$ cat src/rtl/scan_sequencer.sv
// rtl/scan_sequencer.sv - scan-chain transaction sequencer: shift addr+data frame, update, capture reply paced by rtck.
// Optional SCAN_AUTOPOLL_EN adds idle round-robin polling and the poll_flag output.
module scan_sequencer #(
  parameter int TCK_DIV = 4,
  parameter int TIMEOUT = 255,
  parameter int NUM_DES = 5
) (
  input  logic       clk,
  input  logic       reset,
  input  logic       req_valid,
  input  logic [7:0] req_addr,
  input  logic [7:0] req_data,
  output logic       req_ready,
  output logic       resp_valid,
  output logic [7:0] resp_data,
  output logic       resp_err,
  output logic       tck,
  output logic       tms,
  output logic       tdi,
  input  logic       rtck,
  input  logic       tdo
`ifdef SCAN_AUTOPOLL_EN
  ,
  output logic       poll_flag
`endif
);

  localparam int DW = $clog2(TCK_DIV);
  localparam int TW = $clog2(TIMEOUT + 1);

  typedef enum logic [2:0] {IDLE, SHIFT, UPDATE, CAPTURE, DONE} state_t;

  state_t          state;
  logic [DW-1:0]   div_cnt;
  logic [4:0]      bit_cnt;
  logic [TW-1:0]   to_cnt;
  logic [15:0]     frame;
  logic            rtck_s1, rtck_s2, rtck_s3;
  logic            tdo_s1, tdo_s2;

  logic            tck_active;
  logic            tick;
  logic            rtck_rise;
  logic            start;
  logic            start_poll;
  logic [7:0]      start_addr;
  logic [7:0]      start_data;

`ifdef SCAN_AUTOPOLL_EN
  logic [9:0]      idle_cnt;
  logic [7:0]      poll_addr;
`endif

  assign tck_active = (state == SHIFT) || (state == UPDATE) || (state == CAPTURE);
  assign tick       = (div_cnt == DW'(TCK_DIV - 1));
  // tdo is synchronised alongside rtck so the sampled bit lines up with the detected edge
  assign rtck_rise  = rtck_s2 & ~rtck_s3;

  always_comb begin
    start      = req_valid;
    start_poll = 1'b0;
    start_addr = req_addr;
    start_data = req_data;
`ifdef SCAN_AUTOPOLL_EN
    if (!req_valid && idle_cnt == 10'd1023) begin
      start      = 1'b1;
      start_poll = 1'b1;
      start_addr = poll_addr;
      start_data = 8'h00;
    end
`endif
  end

  always_ff @(posedge clk) begin
    if (reset) begin
      state      <= IDLE;
      div_cnt    <= '0;
      bit_cnt    <= '0;
      to_cnt     <= '0;
      frame      <= '0;
      rtck_s1    <= 1'b0;
      rtck_s2    <= 1'b0;
      rtck_s3    <= 1'b0;
      tdo_s1     <= 1'b0;
      tdo_s2     <= 1'b0;
      tck        <= 1'b0;
      tms        <= 1'b0;
      tdi        <= 1'b0;
      req_ready  <= 1'b1;
      resp_valid <= 1'b0;
      resp_data  <= '0;
      resp_err   <= 1'b0;
`ifdef SCAN_AUTOPOLL_EN
      idle_cnt   <= '0;
      poll_addr  <= 8'd1;
      poll_flag  <= 1'b0;
`endif
    end else begin
      rtck_s1    <= rtck;
      rtck_s2    <= rtck_s1;
      rtck_s3    <= rtck_s2;
      tdo_s1     <= tdo;
      tdo_s2     <= tdo_s1;
      resp_valid <= 1'b0;

      if (tck_active && !tick) div_cnt <= div_cnt + 1'b1;
      else                     div_cnt <= '0;

`ifdef SCAN_AUTOPOLL_EN
      if (state == IDLE && !req_valid && idle_cnt != 10'd1023) idle_cnt <= idle_cnt + 1'b1;
      else                                                     idle_cnt <= '0;
`endif

      case (state)
        IDLE: begin
          if (start) begin
            frame     <= {start_data, start_addr};
            req_ready <= 1'b0;
            bit_cnt   <= '0;
`ifdef SCAN_AUTOPOLL_EN
            poll_flag <= start_poll;
            if (start_poll) poll_addr <= (poll_addr >= 8'(NUM_DES)) ? 8'd1 : poll_addr + 1'b1;
`endif
            if (start_addr == 8'd0 || start_addr > 8'(NUM_DES)) begin
              state      <= DONE;
              resp_valid <= 1'b1;
              resp_err   <= 1'b1;
              resp_data  <= '0;
            end else begin
              state <= SHIFT;
              tms   <= 1'b1;
              tdi   <= start_addr[0];
            end
          end
        end

        SHIFT: begin
          if (tick) begin
            tck <= ~tck;
            if (!tck) begin
              bit_cnt <= bit_cnt + 1'b1;
            end else if (bit_cnt == 5'd16) begin
              state <= UPDATE;
              tms   <= 1'b0;
              tdi   <= 1'b0;
            end else begin
              // bit_cnt already counts the rise just taken, so it indexes the next bit
              tdi <= frame[bit_cnt[3:0]];
            end
          end
        end

        UPDATE: begin
          if (tick) begin
            tck <= ~tck;
            if (tck) begin
              state   <= CAPTURE;
              tms     <= 1'b1;
              bit_cnt <= '0;
              to_cnt  <= '0;
            end
          end
        end

        CAPTURE: begin
          if (tick) tck <= ~tck;
          if (rtck_rise) begin
            resp_data <= {tdo_s2, resp_data[7:1]};
            to_cnt    <= '0;
            bit_cnt   <= bit_cnt + 1'b1;
            if (bit_cnt == 5'd7) begin
              state      <= DONE;
              tck        <= 1'b0;
              tms        <= 1'b0;
              resp_valid <= 1'b1;
              resp_err   <= 1'b0;
            end
          end else if (to_cnt == TW'(TIMEOUT - 1)) begin
            state      <= DONE;
            tck        <= 1'b0;
            tms        <= 1'b0;
            resp_valid <= 1'b1;
            resp_err   <= 1'b1;
            resp_data  <= '0;
          end else begin
            to_cnt <= to_cnt + 1'b1;
          end
        end

        DONE: begin
          state     <= IDLE;
          req_ready <= 1'b1;
          tck       <= 1'b0;
          tms       <= 1'b0;
        end

        default: state <= IDLE;
      endcase
    end
  end

endmodule
$ cat config.mk
export PLATFORM = sky130hd
export DESIGN_NAME = scan_sequencer
export DESIGN_NICKNAME = d
export VERILOG_FILES = /design/src/rtl/scan_sequencer.sv
export SDC_FILE = /design/constraint.sdc
export NUM_CORES = 1
export LEC_CHECK = 0
export ABC_AREA = 1
export CAP_MARGIN = 20
export CORE_ASPECT_RATIO = 0.75
export CORE_MARGIN = 2
export CORE_UTILIZATION = 43
export DETAILED_ROUTE_END_ITERATION = 10
export SLEW_MARGIN = 5
export SYNTH_ARGS = -nofsm -noshare
export SYNTH_HDL_FRONTEND = slang
export SYNTH_SLANG_ARGS = --single-unit
$ cat constraint.sdc
create_clock -name clk -period 1.7 [get_ports clk]
set_input_delay 0.34 -clock clk [delete_from_list [all_inputs] [get_ports clk]]
set_output_delay 0.34 -clock clk [all_outputs]
set_load 0.01 [all_outputs]
==> impl_metrics.csv <==
group,metric,value,unit
critical_path,critical-path-top-delay-family,"buffers and inverters",
logic_synthesis,syn_inst,395,
grt,grt_pass1_vias,2306,
route,drtAntennaViolNets,0,
power,power_density,1197,nW/um2
place,place_hpwl,4525,um
worst_hold_path,min_path_type,"flop to flop",
clock_network,cts_tree,"built",
critical_path,cp.required,1.36,ns
run_status,outcome,"finished clean",
route,drc,0,
worst_hold_path,worstHoldStart,"tdo_s1",
critical_path,critical-path-slowest-cell,"clkdlybuf4s50_1",
critical_path,endpoint_kind,"output port",
timing,worst_slack,0.1145,ns
grt,grt_remaining_overflow,0,
clock_network,clk_pin_slew_worst_paths,0.10,ns
critical_path,start_kind,"flop",
critical_path,worst-path-buf-inv,1,
timing,worstMarginPinSlew,0.3193,ns
timing,hold_ws,0.4044,ns
route,drtIter0Drc,156,
timing,max_freq,630.7,MHz
die,die-area,6890,um2
logic_synthesis,ys_types,29,
logic_synthesis,synth_area_leaders,"dfxtp_1 40%, nand2_1 18%, a21oi_1 7.3%, inv_1 6.6%, nor2_1 5.0%",
critical_path,arrival,1.25,ns
finish,diodes,0,
logic_synthesis,async_reset_ff_share,0,%
timing,finalMaxSlewViolations,0,
place,port_buffers,34,
route,drt-wirelength-per-cell,11.66,um
critical_path,crit_path_start,"resp_data[7]",
finish,nets,475,
grt,grt_usage,19.72,%
logic_synthesis,synth_commonest_cells,"126 x nand2_1, 53 x dfxtp_1, 47 x inv_1",
timing,worst_clock_skew,0.007940,ns
route,vias,2481,
power,finalPower,4009,uW
clock_network,clock_latency,0.31,ns
critical_path,crit_type,"flop to output port",
logic_synthesis,yosysWarnings,0,
place,pre_cts_slack,-0.06807,ns
die,die_x,95.18,um
logic_synthesis,yosysMostFrequentCell,"nand2_1",
logic_synthesis,synth.avg_cell_area,6.788,um2
clock_network,cts_made_buffers,5,
clock_network,hold_buffers,0,
place,gp_congestion,0.9057,
die,ios,35,
timing,fin_crit,1.585,ns
clock_network,ctsRootBufferMaster,"clkbuf_8",
die,rows,24,
timing,setup_tns,0,ns
critical_path,worstPathCellList,"clkdlybuf4s50_1",
critical_path,worstPathMaxFanout,3,
grt,grt_first_pass_wirelength,10670,um
logic_synthesis,synth.net_count,421,
finish,syn_to_final_growth,24.87,%
logic_synthesis,synth_ff_type,"dfxtp_1",
timing,setup_viol,0,
die,design.core.area,5916,um2
place,dpl_cell_area,3201,um2
route,drt_wl_total,6154,um
timing,rsz0062_at_grt,"true",
power,p_leak,0.001421,uW
logic_synthesis,synth_top_area_share,39.57,%
timing,finalHoldViolCount,0,
clock_network,cts_sinks,53,
logic_synthesis,ys_ff_latch,53,
finish,drive_above_1_share,14.89,%
timing,period_share,93.26,%
logic_synthesis,yosysSeqAreaShare,39.57,%
critical_path,max_stage_delay,0.56,ns
power,vdd_drop_max,0.0005021,V
finish,final_area,3348,um2
route,drtPass1Iterations,5,
logic_synthesis,synth_area_leader_cell,"dfxtp_1",
logic_synthesis,syn-cell-area,2681,um2
grt,antenna_found_initial,0,
die,fp.dieH,72.39,um
flow_run,cap_violations,0,
timing,slew_headroom,78.68,%
die,start_util,45.33,%
logic_synthesis,synth_edf_count,0,
route,viasPerCell,4.699,
clock_network,htree_levels,2,
clock_network,clk_path_buf_depth,2,
grt,grt_start_max_net_pins,28,
critical_path,worstReg2RegStart,"bit_cnt[0]",
## layout make-up
type / count / area, um2
clock inverters: 3 / 22.52
multi-input cells: 281 / 1379
repair buffers: 58 / 520.5
flip-flops and latches: 53 / 1066
fillers: 573 / 2567
inverters: 50 / 193.9
well taps: 78 / 97.59
clock buffers: 5 / 68.82
## metrics by stage
step                      cells  util [%]
final                       528     56.60
after global routing        528     56.60
after CTS                   524     55.65
after detailed placement    516     54.10
after global placement      516     54.10
after floorplan             395         -
## metal layers
metal / global-route usage, % / wire [um] / part of all wire, % / vias to the layer above
met5: 0 / 0 / 0 / -
met4: 4.831 / 59 / 0.96 / 0
met3: 3.946 / 289 / 4.7 / 7
met2: 27.39 / 2327 / 38 / 50
met1: 30.86 / 3478 / 57 / 1073
li1: - / - / - / 1351
## placed cells by master, fill, tap and decap left out, types with 5 or more instances in the layout
cell type and instances:
clkdlybuf4s50_1 34, clkbuf_8 5, o21ai_0 15, nor2_1 33
dfxtp_1 49, inv_1 45, nand3_1 25, a21oi_1 39
buf_4 24, nand4_1 5, nand2_1 125
## worst min-delay path, cell delays in order (launching register included)
cell     delay, ns
dfxtp_1       0.31
inv_1         0.04
nor2_1        0.03
## timing repair
item / 4_1_cts / 5_1_grt
setup endpoints to repair: 0 / 26
buffers inserted: 0 / 4
hold endpoints to repair: 0 / 0
gates resized for setup: 0 / 12
## worst paths after layout
path                                     end  slack [ns]  depth (start not counted)
worst max register to register           tms        0.16                         10
worst max-delay path            resp_data[7]        0.11                          1
worst min register to register        tdo_s2        0.40                          2
worst min-delay path                  tdo_s2        0.40                          2
## sequential cells by signal, summed over array words and instances, names as in the netlist
signal / cells
bit_cnt: 5
div_cnt: 2
frame: 16
req_ready: 1
resp_data: 8
resp_err: 1
resp_valid: 1
rtck_s1: 1
rtck_s2: 1
rtck_s3: 1
state: 3
tck: 1
tdi: 1
tdo_s1: 1
tdo_s2: 1
tms: 1
to_cnt: 8
## where the power goes
| part | total (uW) | internal [uW] | switching (uW) |
|---|---|---|---|
| clock network | 729 | 293 | 436 |
| logic | 1680 | 648 | 1030 |
| registers | 1600 | 1450 | 149 |
## logic make-up after synthesis
kind of cell               synth area share, %
and+or+nand+nor                          36.77
buffers and inverters                    9.659
AOI/OAI and AO/OA                        11.34
DFF                                      39.57
adders and majority gates                2.333
xor gates and xnor gates                0.3267
Note: power is estimated with default switching activity, not from simulation.
